## src/rtl/regfile_access_sequencer_pkg.sv

```systemverilog
// Shared types and decode helpers for the register-file access sequencer.
// Register index map: 0..1 sit on the left (PC) bus, 2..13 on the right bus, 14..15 are unused.
package regfile_seq_pkg;

  localparam int NUM_REGS = 14;

  typedef enum logic [1:0] {
    OP_READ   = 2'b00,
    OP_WRITE  = 2'b01,
    OP_COPY   = 2'b10,
    OP_WRITE2 = 2'b11
  } op_e;

  typedef enum logic [2:0] {
    IDLE,
    RD_SET,
    RD_CAP,
    WR,
    ERR
  } state_e;

  localparam logic [3:0] IDX_PC  = 4'd0;
  localparam logic [3:0] IDX_IR  = 4'd1;
  localparam logic [3:0] IDX_WZ  = 4'd2;
  localparam logic [3:0] IDX_SP  = 4'd3;
  localparam logic [3:0] IDX_IY  = 4'd4;
  localparam logic [3:0] IDX_IX  = 4'd5;
  localparam logic [3:0] IDX_HL1 = 4'd6;
  localparam logic [3:0] IDX_HL0 = 4'd7;
  localparam logic [3:0] IDX_DE1 = 4'd8;
  localparam logic [3:0] IDX_DE0 = 4'd9;
  localparam logic [3:0] IDX_BC1 = 4'd10;
  localparam logic [3:0] IDX_BC0 = 4'd11;
  localparam logic [3:0] IDX_AF1 = 4'd12;
  localparam logic [3:0] IDX_AF0 = 4'd13;

  function automatic logic idx_valid(input logic [3:0] idx);
    return idx <= IDX_AF0;
  endfunction

  function automatic logic [NUM_REGS-1:0] idx_to_sel(input logic [3:0] idx);
    logic [NUM_REGS-1:0] sel;
    sel = '0;
    if (idx_valid(idx)) sel[idx] = 1'b1;
    return sel;
  endfunction

  function automatic logic is_left(input logic [3:0] idx);
    return idx <= IDX_IR;
  endfunction

endpackage

```

## src/rtl/regfile_access_sequencer_if.sv

```systemverilog
// Request/response channel between the harness (master) and the sequencer (slave).
interface regfile_access_sequencer_if #(
  parameter int WIDTH = 16
);
  logic             req_valid;
  logic             req_ready;
  logic [1:0]       req_op;
  logic [3:0]       req_src;
  logic [3:0]       req_dst;
  logic [WIDTH-1:0] req_data;
  logic             rsp_valid;
  logic             rsp_err;
  logic [WIDTH-1:0] rsp_data;

  modport master (
    output req_valid, req_op, req_src, req_dst, req_data,
    input  req_ready, rsp_valid, rsp_err, rsp_data
  );

  modport slave (
    input  req_valid, req_op, req_src, req_dst, req_data,
    output req_ready, rsp_valid, rsp_err, rsp_data
  );
endinterface

```

## src/rtl/regfile_access_sequencer.sv

```systemverilog
// Sequences READ/WRITE/COPY/WRITE2 requests onto the register-file slice bus; all outputs registered.
// Latency: WRITE/WRITE2/error 1 edge, READ 2, COPY 3; one request in flight, no response backpressure.
module regfile_access_sequencer
  import regfile_seq_pkg::*;
#(
  parameter int WIDTH = 16
) (
  input  logic                     eclk,
  input  logic                     erst,
  regfile_access_sequencer_if.slave req_if,
  output logic [NUM_REGS-1:0]      regsel,
  output logic                     pc_wr,
  output logic                     reg_wr,
  output logic                     r_p,
  output logic [WIDTH-1:0]         pc_din,
  output logic [WIDTH-1:0]         reg_din,
  input  logic [WIDTH-1:0]         pc_dout,
  input  logic [WIDTH-1:0]         reg_dout
);

  state_e           state_q, state_d;
  op_e              op_q, op_in;
  logic [3:0]       src_q, dst_q;
  logic [WIDTH-1:0] cap_q, cap_d, rd_val;
  logic             accept, bad_in;

  logic                req_ready_q, req_ready_d;
  logic                rsp_valid_q, rsp_valid_d, rsp_err_q, rsp_err_d;
  logic [WIDTH-1:0]    rsp_data_q, rsp_data_d;
  logic [NUM_REGS-1:0] regsel_d;
  logic                pc_wr_d, reg_wr_d, r_p_d;
  logic [WIDTH-1:0]    pc_din_d, reg_din_d;

  assign op_in  = op_e'(req_if.req_op);
  assign accept = req_if.req_valid && req_ready_q;
  // Left slices present their value inverted on pc_dout.
  assign rd_val = is_left(src_q) ? ~pc_dout : reg_dout;

  always_comb begin
    case (op_in)
      OP_READ:  bad_in = !idx_valid(req_if.req_src);
      OP_WRITE: bad_in = !idx_valid(req_if.req_dst);
      default:  bad_in = !idx_valid(req_if.req_src) || !idx_valid(req_if.req_dst);
    endcase
  end

  always_ff @(posedge eclk or posedge erst) begin
    if (erst) begin
      state_q     <= IDLE;
      op_q        <= OP_READ;
      src_q       <= '0;
      dst_q       <= '0;
      cap_q       <= '0;
      req_ready_q <= 1'b0;
      rsp_valid_q <= 1'b0;
      rsp_err_q   <= 1'b0;
      rsp_data_q  <= '0;
      regsel      <= '0;
      pc_wr       <= 1'b0;
      reg_wr      <= 1'b0;
      r_p         <= 1'b0;
      pc_din      <= '0;
      reg_din     <= '0;
    end else begin
      state_q     <= state_d;
      if (accept) begin
        op_q  <= op_in;
        src_q <= req_if.req_src;
        dst_q <= req_if.req_dst;
      end
      cap_q       <= cap_d;
      req_ready_q <= req_ready_d;
      rsp_valid_q <= rsp_valid_d;
      rsp_err_q   <= rsp_err_d;
      rsp_data_q  <= rsp_data_d;
      regsel      <= regsel_d;
      pc_wr       <= pc_wr_d;
      reg_wr      <= reg_wr_d;
      r_p         <= r_p_d;
      pc_din      <= pc_din_d;
      reg_din     <= reg_din_d;
    end
  end

  always_comb begin
    state_d = state_q;
    case (state_q)
      IDLE:    if (accept) state_d = bad_in ? ERR :
                                     ((op_in == OP_READ || op_in == OP_COPY) ? RD_SET : WR);
      RD_SET:  state_d = RD_CAP;
      RD_CAP:  state_d = (op_q == OP_COPY) ? WR : IDLE;
      default: state_d = IDLE;
    endcase
  end

  // Select is dropped during RD_CAP so a COPY's write select always rises from idle.
  always_comb begin
    regsel_d    = '0;
    pc_wr_d     = 1'b0;
    reg_wr_d    = 1'b0;
    r_p_d       = 1'b0;
    pc_din_d    = '0;
    reg_din_d   = '0;
    rsp_valid_d = 1'b0;
    rsp_err_d   = 1'b0;
    rsp_data_d  = '0;
    cap_d       = cap_q;
    req_ready_d = (state_d == IDLE);
    case (state_q)
      IDLE: if (accept && !bad_in) begin
        case (op_in)
          OP_WRITE: begin
            regsel_d = idx_to_sel(req_if.req_dst);
            if (is_left(req_if.req_dst)) begin
              pc_wr_d  = 1'b1;
              pc_din_d = req_if.req_data;
            end else begin
              reg_wr_d  = 1'b1;
              reg_din_d = req_if.req_data;
            end
          end
          OP_WRITE2: begin
            regsel_d = idx_to_sel(req_if.req_src) | idx_to_sel(req_if.req_dst);
            r_p_d    = 1'b1;
            pc_wr_d  = 1'b1;
            pc_din_d = req_if.req_data;
          end
          default: regsel_d = idx_to_sel(req_if.req_src);
        endcase
      end
      RD_CAP: begin
        cap_d = rd_val;
        if (op_q == OP_COPY) begin
          regsel_d = idx_to_sel(dst_q);
          if (is_left(dst_q)) begin
            pc_wr_d  = 1'b1;
            pc_din_d = rd_val;
          end else begin
            reg_wr_d  = 1'b1;
            reg_din_d = rd_val;
          end
        end else begin
          rsp_valid_d = 1'b1;
          rsp_data_d  = rd_val;
        end
      end
      WR: begin
        rsp_valid_d = 1'b1;
        rsp_data_d  = (op_q == OP_COPY) ? cap_q : '0;
      end
      ERR: begin
        rsp_valid_d = 1'b1;
        rsp_err_d   = 1'b1;
      end
      default: ;
    endcase
  end

  assign req_if.req_ready = req_ready_q;
  assign req_if.rsp_valid = rsp_valid_q;
  assign req_if.rsp_err   = rsp_err_q;
  assign req_if.rsp_data  = rsp_data_q;

endmodule

```

## src/flat_wrapper.sv

```systemverilog
// flat-port wrapper written by rule: the top's interface ports become plain ports
module regfile_access_sequencer_flat import regfile_seq_pkg::*;
#(
  parameter int WIDTH = 16
)
  (eclk, erst, regsel, pc_wr, reg_wr, r_p, pc_din, reg_din, pc_dout, reg_dout, req_if_req_valid, req_if_req_op, req_if_req_src, req_if_req_dst, req_if_req_data, req_if_req_ready, req_if_rsp_valid, req_if_rsp_err, req_if_rsp_data);
  regfile_access_sequencer_if #(.WIDTH(WIDTH)) req_if_i ();
  input  logic eclk;
  input  logic erst;
  output logic [NUM_REGS-1:0] regsel;
  output logic pc_wr;
  output logic reg_wr;
  output logic r_p;
  output logic [WIDTH-1:0] pc_din;
  output logic [WIDTH-1:0] reg_din;
  input  logic [WIDTH-1:0] pc_dout;
  input  logic [WIDTH-1:0] reg_dout;
  input wire logic [$bits(req_if_i.req_valid)-1:0] req_if_req_valid;
  input wire logic [$bits(req_if_i.req_op)-1:0] req_if_req_op;
  input wire logic [$bits(req_if_i.req_src)-1:0] req_if_req_src;
  input wire logic [$bits(req_if_i.req_dst)-1:0] req_if_req_dst;
  input wire logic [$bits(req_if_i.req_data)-1:0] req_if_req_data;
  output wire logic [$bits(req_if_i.req_ready)-1:0] req_if_req_ready;
  output wire logic [$bits(req_if_i.rsp_valid)-1:0] req_if_rsp_valid;
  output wire logic [$bits(req_if_i.rsp_err)-1:0] req_if_rsp_err;
  output wire logic [$bits(req_if_i.rsp_data)-1:0] req_if_rsp_data;
  assign req_if_i.req_valid = req_if_req_valid;
  assign req_if_i.req_op = req_if_req_op;
  assign req_if_i.req_src = req_if_req_src;
  assign req_if_i.req_dst = req_if_req_dst;
  assign req_if_i.req_data = req_if_req_data;
  assign req_if_req_ready = req_if_i.req_ready;
  assign req_if_rsp_valid = req_if_i.rsp_valid;
  assign req_if_rsp_err = req_if_i.rsp_err;
  assign req_if_rsp_data = req_if_i.rsp_data;
  regfile_access_sequencer #(.WIDTH(WIDTH)) u_core (.eclk(eclk), .erst(erst), .req_if(req_if_i), .regsel(regsel), .pc_wr(pc_wr), .reg_wr(reg_wr), .r_p(r_p), .pc_din(pc_din), .reg_din(reg_din), .pc_dout(pc_dout), .reg_dout(reg_dout));
endmodule
```

## config.mk

```make
export PLATFORM = sky130hd
export DESIGN_NAME = regfile_access_sequencer_flat
export DESIGN_NICKNAME = d
export VERILOG_FILES = /design/src/rtl/regfile_access_sequencer_pkg.sv /design/src/rtl/regfile_access_sequencer_if.sv /design/src/rtl/regfile_access_sequencer.sv /design/src/flat_wrapper.sv
export SDC_FILE = /design/constraint.sdc
export NUM_CORES = 1
export LEC_CHECK = 0
export BUFFER_PORTS_ARGS = -buffer_cell sky130_fd_sc_hd__buf_2
export CAP_MARGIN = 5
export CORE_ASPECT_RATIO = 0.8
export CORE_MARGIN = 4
export CORE_UTILIZATION = 35
export DETAILED_ROUTE_END_ITERATION = 6
export GPL_TIMING_DRIVEN = 0
export PLACE_DENSITY_LB_ADDON = 0.08
export SETUP_SLACK_MARGIN = 0.4
export SYNTH_ARGS = -nofsm -noshare
export SYNTH_HDL_FRONTEND = slang
export SYNTH_SLANG_ARGS = --single-unit
```

## constraint.sdc

```tcl
create_clock -name eclk -period 6.4 [get_ports eclk]
set_input_delay 0 -clock eclk [delete_from_list [all_inputs] [get_ports eclk]]
set_output_delay 0 -clock eclk [all_outputs]
set_load 0.05 [all_outputs]
```

==> impl_metrics.py <==
metrics = {
    "clocking": {
        "clkTransAtPathRegs_ps": 70,
        "cts-buffers-inserted": 9,
        "htree_levels": 3,
        "cts_tree": "done",
        "cts_buffer_depth": 2,
        "cts-root-buf": "clkbuf_16",
        "ctsHoldBuffers": 27,
        "cts_setup_buffers": 0,
        "clock_sinks": 96,
        "post_cts_resize_count": 0,
        "insertion_delay_ps": 330,
    },
    "hold_path": {
        "min_path_cells": 3,
        "min_path_type": "input port to register",
    },
    "floorplanning": {
        "ios": 129,
        "rows": 34,
        "initial_core_util": 0.364,
        "dieArea_um2": 13300,
        "die_w_um": 128,
        "die_h_um": 104,
        "core_area_um2": 11100,
    },
    "worst_setup_path": {
        "cp.arrival_ps": 2620,
        "path_max_fanout": 10,
        "rr_worst_depth": 5,
        "required_ps": 6670,
        "cp_slowest_cell": "o21ai_0",
        "cp_cell_sequence": "or3_1, clkbuf_1, clkbuf_1, o21ai_0, a32o_1",
        "cpPeakStageDelay_ps": 480,
        "worst-setup-path-type": "register to register",
        "end_kind": "register",
        "start_kind": "register",
        "path_common_cell": "clkbuf_1",
    },
    "placement": {
        "placed_area_um2": 4870,
        "dpl_worst_slack_ps": 4040,
        "portBuffers": 127,
        "place_hpwl_mm": 9.16,
        "place_congestion": 0.867,
    },
    "grt": {
        "grt.overflow.total": 0,
        "antenna_found_initial": 0,
        "grt_pass1_vias": 3722,
        "grt_pass1_wl_mm": 20.2,
        "grt_max_degree": 54,
        "grt.total_usage": 0.196,
    },
    "final_layout": {
        "multi_input_area_um2": 1520,
        "area_delta_synth_final_pct": 35.1,
        "seqCellArea_um2": 2400,
        "fin_area_um2": 5440,
        "diodes": 0,
        "final_layout_size_suffix_gt1_frac": 0.301,
        "fillCellCount": 1070,
        "nets": 590,
    },
    "yosys": {
        "yosysWarnings": 0,
        "syn_avg_cell_area_um2": 11.1,
        "synth_edf_count": 0,
        "ys_ff_latch": 96,
        "syn_nets": 424,
        "syn_area_um2": 4030,
        "ys_seq_area_frac": 0.596,
        "synth-main-ff-cell": "dfrtp_1",
        "yosysUniqueCellTypes": 40,
        "synthCells": 363,
        "async_reset_ff_frac": 1.00,
    },
    "timing": {
        "finalSetupTns_ps": 0,
        "tightest_slew_ps": 816,
        "rsz0062_at_grt": "no",
        "slew-limit-headroom": 0.456,
        "clock_skew_ps": 6.21,
        "setup-violations-final": 0,
        "post-route-period-util": 0.368,
        "fmax_ghz": 0.425,
        "period_minus_slack_ps": 2350,
        "timing_hold_violations_final": 0,
        "final_max_slew_viol_count": 0,
        "final.setup.worst_slack_ps": 4050,
    },
    "route": {
        "ant_nets": 0,
        "avgViaCountPerCell": 5.25,
        "vias": 3559,
        "drc_errors": 0,
        "drt_pass1_iterations": 5,
        "drtIter0Drc": 203,
        "wl_mm": 12.8,
        "post_drt_wl_per_cell_um": 18.8,
    },
    "power": {
        "leakage_uw": 0.00277,
        "p_per_area_nw_per_um2": 401,
        "peakVddDrop_uv": 148,
    },
    "job": {
        "cap_violations": 0,
    },
    "run_status": {
        "outcome": "completed",
    },
}
## flip-flops by register name, indices dropped and copies added (netlist names)
| signal | cells |
|---|---|
| u_core.cap_q | 16 |
| u_core.dst_q | 4 |
| u_core.op_q | 2 |
| u_core.pc_din | 16 |
| u_core.pc_wr | 1 |
| u_core.r_p | 1 |
| u_core.reg_din | 16 |
| u_core.reg_wr | 1 |
| u_core.regsel | 14 |
| u_core.req_if.req_ready | 1 |
| u_core.req_if.rsp_data | 16 |
| u_core.req_if.rsp_err | 1 |
| u_core.req_if.rsp_valid | 1 |
| u_core.src_q | 3 |
| u_core.state_q | 3 |
## synthesized netlist by cell type (4+ instances only)
| master | n | share of area |
|---|---|---|
| clkbuf_1 | 16 | 0.015 |
| a21o_1 | 12 | 0.022 |
| nand2b_1 | 6 | 0.0093 |
| o2bb2ai_1 | 5 | 0.011 |
| or3_1 | 4 | 0.0062 |
| dfrtp_1 | 96 | 0.60 |
| nor4_1 | 12 | 0.019 |
| a22oi_1 | 11 | 0.021 |
| nor2_1 | 30 | 0.028 |
| nor2b_1 | 6 | 0.0093 |
| a22o_1 | 24 | 0.052 |
| o21ai_0 | 23 | 0.029 |
| nand3_1 | 5 | 0.0062 |
| nor3_1 | 6 | 0.0075 |
| and3_1 | 5 | 0.0078 |
| o22ai_1 | 13 | 0.020 |
| nand2_1 | 34 | 0.032 |
| a21oi_1 | 14 | 0.017 |
| mux2_2 | 8 | 0.022 |
## worst max-delay path: cells and delay by family, from the launching register on
family,cells,cell delay [ps]
compound gates,2,730
buf+inv,2,680
flops,1,420
simple gates,1,450
## cells in the final DEF, fill, tap and decap left out, types with 13 or more instances in the layout
| cell | count |
|---|---|
| clkbuf_1 | 16 |
| nor2_1 | 30 |
| dlygate4sd3_1 | 27 |
| a22o_1 | 24 |
| a21oi_1 | 14 |
| buf_2 | 127 |
| nand2_1 | 34 |
| dfrtp_1 | 96 |
| o21ai_0 | 23 |
| o22ai_1 | 13 |
## stage by stage
stage | hold WS (ps) | power [µW] | utilization | std cells
after CTS | 1.32 | 2190 | 0.492 | 678
after global placement | 229 | 1630 | 0.438 | 634
after global routing | 10.3 | 2300 | 0.492 | 678
final | 15.0 | 2180 | 0.492 | 678
after detailed placement | 107 | 1640 | 0.441 | 635
after floorplan | 124 | 1400 | - | 363
## path summary, 6_finish.rpt
path | startpoint | end | slack (ps)
setup reg to reg | u_core.src_q[3] | u_core.pc_din[1] | 4050
hold / removal | reg_dout[4] | u_core.req_if.rsp_data[4] | 10
min in group asynchronous | erst | u_core.reg_din[13] | 290
hold reg to reg | u_core.cap_q[14] | u_core.cap_q[14] | 480
max in group asynchronous | erst | u_core.req_if.rsp_data[0] | 5460
setup / recovery | u_core.src_q[3] | u_core.pc_din[1] | 4050
## cell families (layout without fill, tap and decap cells)
group | count (synthesis) | after routing | share of synthesized area
compound gates | 113 | 113 | 0.197
flops | 96 | 96 | 0.596
simple gates | 123 | 123 | 0.158
buf+inv | 23 | 194 | 0.0261
mux | 8 | 8 | 0.0224
## final cells by class
| cell class | instances | share of cell area |
|---|---|---|
| repair buffers | 155 | 0.172 |
| plain buffers | 20 | 0.0172 |
| multi-input cells | 244 | 0.279 |
| flip-flops and latches | 96 | 0.441 |
| well taps | 144 | 0.0331 |
| clock inverters | 7 | 0.0133 |
| inverters | 3 | 0.00253 |
| clock buffers | 9 | 0.0414 |
## routing by layer
| layer | up-vias | GRT usage | wire length [µm] |
|---|---|---|---|
| met1 | 1746 | 0.290 | 6090 |
| met2 | 134 | 0.286 | 5630 |
| li1 | 1664 | - | - |
| met3 | 15 | 0.0452 | 884 |
| met5 | - | 0 | 0 |
| met4 | 0 | 0.0545 | 168 |
## power breakdown
group | internal (µW) | leakage (µW) | switching (µW)
sequential | 746 | 0.00128 | 86.6
clock | 303 | 0.000141 | 228
combinational | 241 | 0.00134 | 575
Note: power is estimated with default switching activity, not from simulation.
